`config.mk`:
```
export PLATFORM = sky130hd
export DESIGN_NAME = reservation_entry_alloc
export DESIGN_NICKNAME = d
export VERILOG_FILES = /design/src/rtl/reservation_entry_alloc_pkg.sv /design/src/rtl/reservation_free_search16.sv /design/src/rtl/reservation_entry_alloc.sv
export SDC_FILE = /design/constraint.sdc
export NUM_CORES = 1
export LEC_CHECK = 0
export CORE_ASPECT_RATIO = 0.7
export CORE_MARGIN = 1.5
export CORE_UTILIZATION = 38
export CTS_BUF_LIST = sky130_fd_sc_hd__clkbuf_16
export DETAILED_ROUTE_END_ITERATION = 12
export SETUP_SLACK_MARGIN = 0.3
export SKIP_LAST_GASP = 1
export SYNTH_ARGS = -nofsm -noshare
export SYNTH_HDL_FRONTEND = slang
export SYNTH_SLANG_ARGS = --single-unit
```
`constraint.sdc`:
```
create_clock -name iCLOCK -period 4.24 [get_ports iCLOCK]
set_clock_uncertainty 0.1 [all_clocks]
set_input_delay 0.424 -clock iCLOCK [delete_from_list [all_inputs] [get_ports iCLOCK]]
set_output_delay 0.424 -clock iCLOCK [all_outputs]
set_load 0.01 [all_outputs]
```
`src/rtl/reservation_entry_alloc_pkg.sv`:
```
// rtl/reservation_entry_alloc_pkg.sv - shared sizes and dispatch decode for the reservation station allocator
package reservation_entry_alloc_pkg;

  localparam int RS_ENTRY_N    = 16;
  localparam int RS_INDEX_W    = 4;
  localparam int RS_COUNT_W    = 5;
  localparam int RS_DISP_SLOTS = 2;

  typedef enum logic [1:0] {
    DISP_NONE    = 2'b00,
    DISP_SLOT0   = 2'b01,
    DISP_ILLEGAL = 2'b10,
    DISP_DUAL    = 2'b11
  } disp_kind_e;

  function automatic disp_kind_e decode_disp(input logic [RS_DISP_SLOTS-1:0] req);
    return disp_kind_e'(req);
  endfunction

endpackage

```
`src/rtl/reservation_free_search16.sv`:
```
// rtl/reservation_free_search16.sv - finds the lowest and second-lowest clear bit of a 16-bit valid vector
module reservation_free_search16
  import reservation_entry_alloc_pkg::*;
(
  input  logic [RS_ENTRY_N-1:0] i_valid,
  output logic [RS_INDEX_W-1:0] o_first_idx,
  output logic                  o_first_found,
  output logic [RS_INDEX_W-1:0] o_second_idx,
  output logic                  o_second_found
);

  logic [RS_INDEX_W-1:0] first_idx;
  logic [RS_INDEX_W-1:0] second_idx;
  logic                  first_found;
  logic                  second_found;

  always_comb begin
    first_idx    = '0;
    second_idx   = '0;
    first_found  = 1'b0;
    second_found = 1'b0;
    for (int i = 0; i < RS_ENTRY_N; i++) begin
      if (!i_valid[i]) begin
        if (!first_found) begin
          first_found = 1'b1;
          first_idx   = RS_INDEX_W'(i);
        end else if (!second_found) begin
          second_found = 1'b1;
          second_idx   = RS_INDEX_W'(i);
        end
      end
    end
  end

  assign o_first_idx    = first_idx;
  assign o_first_found  = first_found;
  assign o_second_idx   = second_idx;
  assign o_second_found = second_found;

endmodule

```
`src/rtl/reservation_entry_alloc.sv`:
```
// rtl/reservation_entry_alloc.sv - 16-entry reservation station slot allocator with valid tracking, free count and dispatch lock
module reservation_entry_alloc
  import reservation_entry_alloc_pkg::*;
#(
  parameter int LOCK_THRESHOLD = 2
)
(
  input  logic                     iCLOCK,
  input  logic                     inRESET,
  input  logic                     iRESET_SYNC,
  input  logic                     iFLUSH,
  input  logic [RS_DISP_SLOTS-1:0] iDISP_VALID,
  output logic                     oDISP_LOCK,
  output logic [RS_INDEX_W-1:0]    oALLOC0_ENTRY,
  output logic [RS_INDEX_W-1:0]    oALLOC1_ENTRY,
  input  logic                     iISSUE_VALID,
  input  logic [RS_INDEX_W-1:0]    iISSUE_ENTRY,
  output logic [RS_ENTRY_N-1:0]    oFREE,
  output logic [RS_COUNT_W-1:0]    oCOUNT,
  output logic                     oERROR
);

  logic [RS_ENTRY_N-1:0] valid_q, valid_d;
  logic [RS_COUNT_W-1:0] count_q, count_d;
  logic                  lock_q, lock_d;
  logic                  err_q, err_d;

  logic [RS_INDEX_W-1:0] idx0, idx1;
  logic                  found0, found1;
  disp_kind_e            disp_kind;
  logic                  accept;
  logic                  grant0, grant1;
  logic                  release_ok;

  reservation_free_search16 u_search (
    .i_valid        (valid_q),
    .o_first_idx    (idx0),
    .o_first_found  (found0),
    .o_second_idx   (idx1),
    .o_second_found (found1)
  );

  always_comb begin
    valid_d    = valid_q;
    count_d    = count_q;
    err_d      = err_q;
    accept     = 1'b0;
    grant0     = 1'b0;
    grant1     = 1'b0;
    release_ok = 1'b0;
    disp_kind  = decode_disp(iDISP_VALID);

    if (iRESET_SYNC) begin
      valid_d = '0;
      count_d = RS_COUNT_W'(RS_ENTRY_N);
      err_d   = 1'b0;
    end else if (iFLUSH) begin
      valid_d = '0;
      count_d = RS_COUNT_W'(RS_ENTRY_N);
    end else begin
      if (disp_kind != DISP_NONE) begin
        if (lock_q || disp_kind == DISP_ILLEGAL) begin
          err_d = 1'b1;
        end else begin
          accept = 1'b1;
          grant0 = found0;
          grant1 = (disp_kind == DISP_DUAL) && found1;
          // Only reachable with a threshold below the slot count.
          if (!found0 || (disp_kind == DISP_DUAL && !found1)) begin
            err_d = 1'b1;
          end
        end
      end

      if (iISSUE_VALID) begin
        if (valid_q[iISSUE_ENTRY]) begin
          release_ok = 1'b1;
        end else begin
          err_d = 1'b1;
        end
      end

      // Grants come from the pre-edge free vector, so they never alias the released entry.
      if (release_ok) valid_d[iISSUE_ENTRY] = 1'b0;
      if (grant0)     valid_d[idx0] = 1'b1;
      if (grant1)     valid_d[idx1] = 1'b1;

      count_d = count_q + RS_COUNT_W'(release_ok) - RS_COUNT_W'(grant0) - RS_COUNT_W'(grant1);
    end

    lock_d = (count_d < RS_COUNT_W'(LOCK_THRESHOLD));
  end

  always_ff @(posedge iCLOCK or negedge inRESET) begin
    if (!inRESET) begin
      valid_q <= '0;
      count_q <= RS_COUNT_W'(RS_ENTRY_N);
      lock_q  <= 1'b0;
      err_q   <= 1'b0;
    end else begin
      valid_q <= valid_d;
      count_q <= count_d;
      lock_q  <= lock_d;
      err_q   <= err_d;
    end
  end

  assign oFREE         = ~valid_q;
  assign oCOUNT        = count_q;
  assign oDISP_LOCK    = lock_q;
  assign oERROR        = err_q;
  assign oALLOC0_ENTRY = idx0;
  assign oALLOC1_ENTRY = idx1;

  a_count_matches_free: assert property (@(posedge iCLOCK) disable iff (!inRESET)
    count_q == RS_COUNT_W'($countones(~valid_q)));

  a_slot0_has_entry: assert property (@(posedge iCLOCK) disable iff (!inRESET)
    accept |-> found0);

  a_dual_has_entries: assert property (@(posedge iCLOCK) disable iff (!inRESET)
    (accept && disp_kind == DISP_DUAL && LOCK_THRESHOLD >= RS_DISP_SLOTS) |-> found1);

endmodule
```
After elaboration in Yosys (flattened, before gate mapping)
Index checks and enable logic that the tools add are counted.
Word-level totals
  register bits: 23
  input port bits: 11
  output and inout port bits: 31
  logic and storage cells: 189
Cells by class
  $add $sub $neg: 3
  order comparisons: 7
  equal/unequal tests: 3
  muxes and demuxes: 157
  bitwise operators: 5
  reductions and logical operators: 10
Operator list (count)
  $mux 4: 72
  $mux 16: 9
  $mux 1: 70
  $not 16->16: 2
  $or 16x16->16: 2
  $and 16x16->16: 1
  $lt 4x5->1 const B: 3
  $demux 1 s4: 3
  $ge 4x1->1 const B: 3
  $mux 5: 2
  $sub 5x1->5: 2
  $add 5x1->5: 1
  $logic_and 1x1->1: 5
  $lt 5x2->1 const B: 1
  $bmux 1 s4: 1
  $eq 2x2->1 const B: 2
  $logic_not 1->1: 2
  $logic_or 1x1->1: 2
  $ne 2x2->1 const B: 1
  $reduce_bool 2->1: 1

Longest topological paths before layout
  depth in word-level cells: 52
  depth in mapped cells: 19
  mapped depth without buffers: 18

Modules after synthesis
From an unflattened synthesis, not the netlist that was laid out.
Unflattened totals
  cell total of the unflattened synthesis: 360
  area, all modules: 2890.3 um^2
By module, submodules not included
  reservation_entry_alloc: instances 1, cells each 174, area an instance 1680.4 um^2, seq. area each 576.8 um^2
  reservation_free_search16: instances 1, cells each 186, area an instance 1209.9 um^2, seq. area each 0.0 um^2

Worst setup path before layout
No wires, ideal clock.
  path type: register to register
  start: register valid_q[0]
  end: register lock_q, in the netlist oDISP_LOCK
  library setup time: 0.101 ns
  arrival time: 3.549 ns
  data required time: 4.039 ns
  slack: 0.490 ns
  cell stages (with the launch flop): 17
  path buffers: 2
  clock period less this slack: 3.750 ns
  cell sequence: dfrtp_1 -> ha_1 -> nand3_2 -> buf_6 -> nor3_2 -> buf_6 -> maj3_2 -> a31o_2 -> nand3_1 -> nand3_1 -> fa_1 -> ha_1 -> ha_1 -> fa_1 -> xnor2_1 -> nor3_1 -> nor4_1
Between the ends
  longest elaborated chain between the ends: 39
  elaborated cells on any way between the ends: 66
  classes of those cells: add/sub (3); order compare (1); mux (61); reduce/logical (1)
RTL lines
  from (decl): RTL line reservation_entry_alloc.sv:23  | logic [RS_ENTRY_N-1:0] valid_q, valid_d;
  from (signal assigned): RTL line reservation_entry_alloc.sv:101  | valid_q <= valid_d;
  $mux 1: RTL line reservation_free_search16.sv:23, reservation_free_search16.sv:24
  $mux 1: RTL line reservation_free_search16.sv:23  | if (!i_valid[i]) begin
  $mux 1: RTL line reservation_free_search16.sv:24  | if (!first_found) begin
  $mux 1: RTL line reservation_free_search16.sv:23
  $mux 1: RTL line reservation_free_search16.sv:24
  $mux 1: RTL line reservation_free_search16.sv:23
  $mux 1: RTL line reservation_free_search16.sv:24
  $mux 1: RTL line reservation_free_search16.sv:23
  (+25 left out)
  $mux 1: RTL line reservation_entry_alloc.sv:57  | end else if (iFLUSH) begin
  $mux 1: RTL line reservation_entry_alloc.sv:53  | if (iRESET_SYNC) begin
  $sub 5x1->5 (*): RTL line reservation_entry_alloc.sv:88  | count_d = count_q + RS_COUNT_W'(release_ok) - RS_COUNT_W'(grant0) - RS_COUNT_W'(grant1);
  $mux 5 (*): RTL line reservation_entry_alloc.sv:57
  $mux 5 (*): RTL line reservation_entry_alloc.sv:53
  net count_d[3]: RTL line reservation_entry_alloc.sv:24  | logic [RS_COUNT_W-1:0] count_q, count_d;
  $lt 5x2->1 (*): RTL line reservation_entry_alloc.sv:91  | lock_d = (count_d < RS_COUNT_W'(LOCK_THRESHOLD));
  net lock_d: RTL line reservation_entry_alloc.sv:25  | logic lock_q, lock_d;
  to (signal assigned): RTL line reservation_entry_alloc.sv:103  | lock_q <= lock_d;
  to (decl): RTL line reservation_entry_alloc.sv:25
The timed path passes the listed nets; every way through them passes the cells marked *. The select of a mux whose other input is x is not followed.
A chain may end at the register's enable or synchronous reset.

Final worst setup path
  start: register valid_q[1]
  end: output port oALLOC1_ENTRY[0]
Between the ends
  longest elaborated chain between the ends: 43
  elaborated cells on any way between the ends: 84
  classes of those cells: mux (84)
RTL lines
  $mux 4 or $mux 1 (tied branches): RTL line reservation_free_search16.sv:23
  $mux 4: RTL line reservation_free_search16.sv:27  | end else if (!second_found) begin
  $mux 4: RTL line reservation_free_search16.sv:24
  $mux 4: RTL line reservation_free_search16.sv:23
  $mux 4: RTL line reservation_free_search16.sv:27
  $mux 4: RTL line reservation_free_search16.sv:24
  $mux 4: RTL line reservation_free_search16.sv:23
  $mux 4: RTL line reservation_free_search16.sv:27
  (+27 left out)
  $mux 4: RTL line reservation_free_search16.sv:24
  $mux 4: RTL line reservation_free_search16.sv:23
  $mux 4: RTL line reservation_free_search16.sv:27
  $mux 4: RTL line reservation_free_search16.sv:24
  $mux 4: RTL line reservation_free_search16.sv:23
  $mux 4: RTL line reservation_free_search16.sv:27
  $mux 4: RTL line reservation_free_search16.sv:24
  $mux 4 (*): RTL line reservation_free_search16.sv:23
  to (decl): RTL line reservation_entry_alloc.sv:15  | output logic [RS_INDEX_W-1:0] oALLOC1_ENTRY,
Every way passes the cells marked *; elsewhere a longest branch is shown, timed or not.

==> qor.csv <==
stage,metric,value,unit
run_status,run status,finished clean,
critical_path,CP max FO,13,
hold_path,Min-Delay Path Class,reg2reg,
clock_tree,CTS tree,done,
critical_path,CP arrival,3.30,ns
placement,placed cells,486,
clock_tree,clk root buf,clkbuf_16,
yosys,post-synthesis async set-or-reset flop share,100,%
sta,max-slew violation count,0,
yosys,Seq cells post-synth,23,
yosys,ys flop type,dfrtp_1,
sta,final hold violations,0,
global_route,initial antenna violation count,0,
yosys,register area share after synthesis,18.9,%
finish,share of cells above drive strength 1,23.0,%
clock_tree,CTS Sinks,23,
critical_path,"slowest stage delay, CP",0.54,ns
yosys,Syn. warnings,0,
power_and_ir_drop,Power Density,177,nW/µm²
sta,RSZ-0062 raised after global routing,true,
run,Max-Cap Viols,0,
clock_tree,H-tree depth,1,
yosys,Netlist Area Pre-Place,3050,µm²
sta,Slew HR,29.6,%
sta,fmax,0.262,GHz
sta,Final setup viols,0,
critical_path,crit-path cells,ha_2 -> buf_4 -> maj3_2 -> a31oi_4 -> o311ai_4 -> nor2_1 -> o2111ai_4 -> a31o_4 -> inv_2 -> clkdlybuf4s50_1,
routing,DR vias/cell,6.29,
finish,final core utilization,47.1,%
sta,Tmin final,3.82,ns
die,Initial Utilization,38.9,%
global_route,vias in the first global route,2872,
routing,DR WL/cell,19.4,µm
routing,vias post-DR,3102,
power_and_ir_drop,worst vdd ir,0.145,mV
routing,Remaining DRCs,0,
sta,final worst-path cycle share,90.1,%
placement,placer congestion estimate,0.933,
finish,fin cells,493,
critical_path,crit path kind,reg2out,
sta,Worst-Margin Slew,1.05,ns
die,core footprint,7840,µm²
clock_tree,worst-skew pair later-pin latency,0.26,ns
sta,TNS Setup,0,ns
placement,Post-DP HPWL,7210,µm
global_route,GRT Total Usage,22.5,%
clock_tree,CTS hold repair buffers,0,
global_route,first-pass GRT wire length,15100,µm
die,row count,27,
clock_tree,Clock Pin Slew Worst Setup and Hold Paths,0.06,ns
global_route,GRT overflow,0,
routing,initial DRC count,334,
finish,Nets,416,
yosys,"EDFF count, synth",0,
power_and_ir_drop,Leak,1.42,nW
routing,DR pass1 iterations,5,
global_route,largest net degree at the start of global routing,24,
die,die area,8590,µm²
critical_path,critical path startpoint category,flip-flop,
clock_tree,TritonCTS Buffers,3,
die,die width,110,µm
placement,port bufs,41,
finish,Layout Area Growth over Synthesis,21.0,%
routing,Detail Route Antenna Nets,0,
die,I/O pin count,42,
critical_path,Worst EP required,3.72,ns
clock_tree,Max clock buf depth,2,
critical_path,Crit-path slowest cell,clkdlybuf4s50_1,
yosys,Syn Inst Count,352,
routing,Post-Route WL,9550,µm
power_and_ir_drop,PnR Total Power,0.653,mW
yosys,Post-Syn Area per Cell,8.67,µm²
die,die height,78.0,µm
yosys,Synth Net Count,375,
yosys,"Distinct cells, synth",92,
sta,Hold Slack,0.470,ns
critical_path,critical path capture point type,output port,
finish,Antenna Cells,0,
[per-stage QoR]
step                setup slack [ns]  area (µm²)
floorplan                      0.490        3050
global placement               0.364        3460
detailed placement             0.255        3460
CTS                            0.303        3570
global route                   0.252        3690
finish                         0.418        3690
[cell usage in the layout (no fill, tap or decap), types with 4 or more instances in the layout]
| cell | netlist | routed |
|---|---|---|
| or3_1 | 4 | 4 |
| and2_1 | 5 | 5 |
| xnor2_1 | 4 | 4 |
| inv_1 | 24 | 24 |
| o221ai_1 | 6 | 6 |
| dfrtp_1 | 22 | 21 |
| a21oi_2 | 3 | 4 |
| a21oi_1 | 15 | 14 |
| nand2b_1 | 9 | 9 |
| nor3_1 | 9 | 9 |
| o21ai_0 | 12 | 12 |
| clkdlybuf4s50_1 | 0 | 41 |
| nand3_1 | 20 | 19 |
| mux4_2 | 5 | 5 |
| buf_4 | 2 | 21 |
| inv_2 | 4 | 4 |
| nand2_1 | 27 | 27 |
| ha_1 | 10 | 9 |
| o211ai_1 | 17 | 17 |
| nand4_1 | 4 | 4 |
| nor2_1 | 20 | 18 |
[path summary, 6_finish.rpt]
kind	cells after the start	slack (ns)	end	start
min in group asynchronous	1	0.64	oCOUNT[1]	inRESET
min	2	0.47	oERROR	oERROR
max reg2reg	14	0.48	oDISP_LOCK	valid_q[1]
max in group asynchronous	1	2.69	valid_q[10]	inRESET
min reg2reg	2	0.47	oERROR	oERROR
max	10	0.42	oALLOC1_ENTRY[0]	valid_q[1]
[timing repair]
item,4_1_cts,5_1_grt
pin swaps,1,5
setup endpoints to repair,2,5
gates resized for setup,4,19
setup buffers,1,2
[Yosys cell counts (3+ instances only)]
library cell	n	area, µm²
nand2_1	27	101
inv_1	24	90.1
dfrtp_1	22	551
nand3_1	20	100
nor2_1	20	75.1
o211ai_1	17	128
a21oi_1	15	75.1
o21ai_0	12	60.1
clkbuf_8	10	138
ha_1	10	125
nand2b_1	9	56.3
nor3_1	9	45.0
buf_6	7	78.8
o221ai_1	6	52.6
and2_1	5	31.3
mux4_2	5	113
buf_2	4	20.0
inv_2	4	15.0
nand4_1	4	25.0
o21a_1	4	30.0
o21ai_1	4	20.0
or3_1	4	25.0
xnor2_1	4	35.0
a21oi_2	3	26.3
a221oi_1	3	26.3
a31o_1	3	26.3
maj3_2	3	33.8
nor4_1	3	18.8
o2111ai_1	3	26.3
o221ai_2	3	45.0
o311ai_0	3	26.3
or2_2	3	18.8
xor2_1	3	26.3
[layer usage]
layer,GRT usage (%),vias up,part of all wire (%)
met5,0,-,0
met4,3.08,0,0.99
met3,2.61,17,8.3
met2,32.9,172,43
met1,35.8,1490,48
li1,-,1423,-
[critical path, delay by kind of cell (launching register included)]
family | cells | cell delay (ns)
compound gates | 4 | 1.01
buf+inv | 3 | 0.82
fa+ha+maj | 2 | 0.56
flops | 1 | 0.43
simple gates | 1 | 0.23
[cell type report]
cell class,instances,area [µm²]
inverter,28,105
multi-input combinational,275,2230
fill,778,4150
clock buffer,3,75.1
tap,101,126
timing repair buffer,62,568
sequential,23,578
clock inverter,1,5.00
[cells by family after synthesis]
kind of cell	after synthesis	share of synthesized area, %
compound gates	115	30.7
xor+xnor	7	2.01
fa+ha+maj	15	6.52
buf+inv	54	12.2
flops	23	18.9
mux	6	4.06
simple gates	132	25.6
[report_power, final]
group	internal (mW)	leakage, nW	switching (mW)
registers	0.230	0.312	0.00858
clock network	0.127	0.0409	0.0800
logic	0.0934	1.07	0.114
[registers in the layout (all words and copies together), names as in the netlist]
signal	cells
valid_q	16
oCOUNT	5
oDISP_LOCK	1
oERROR	1
Power figures use the tool's default switching activity.
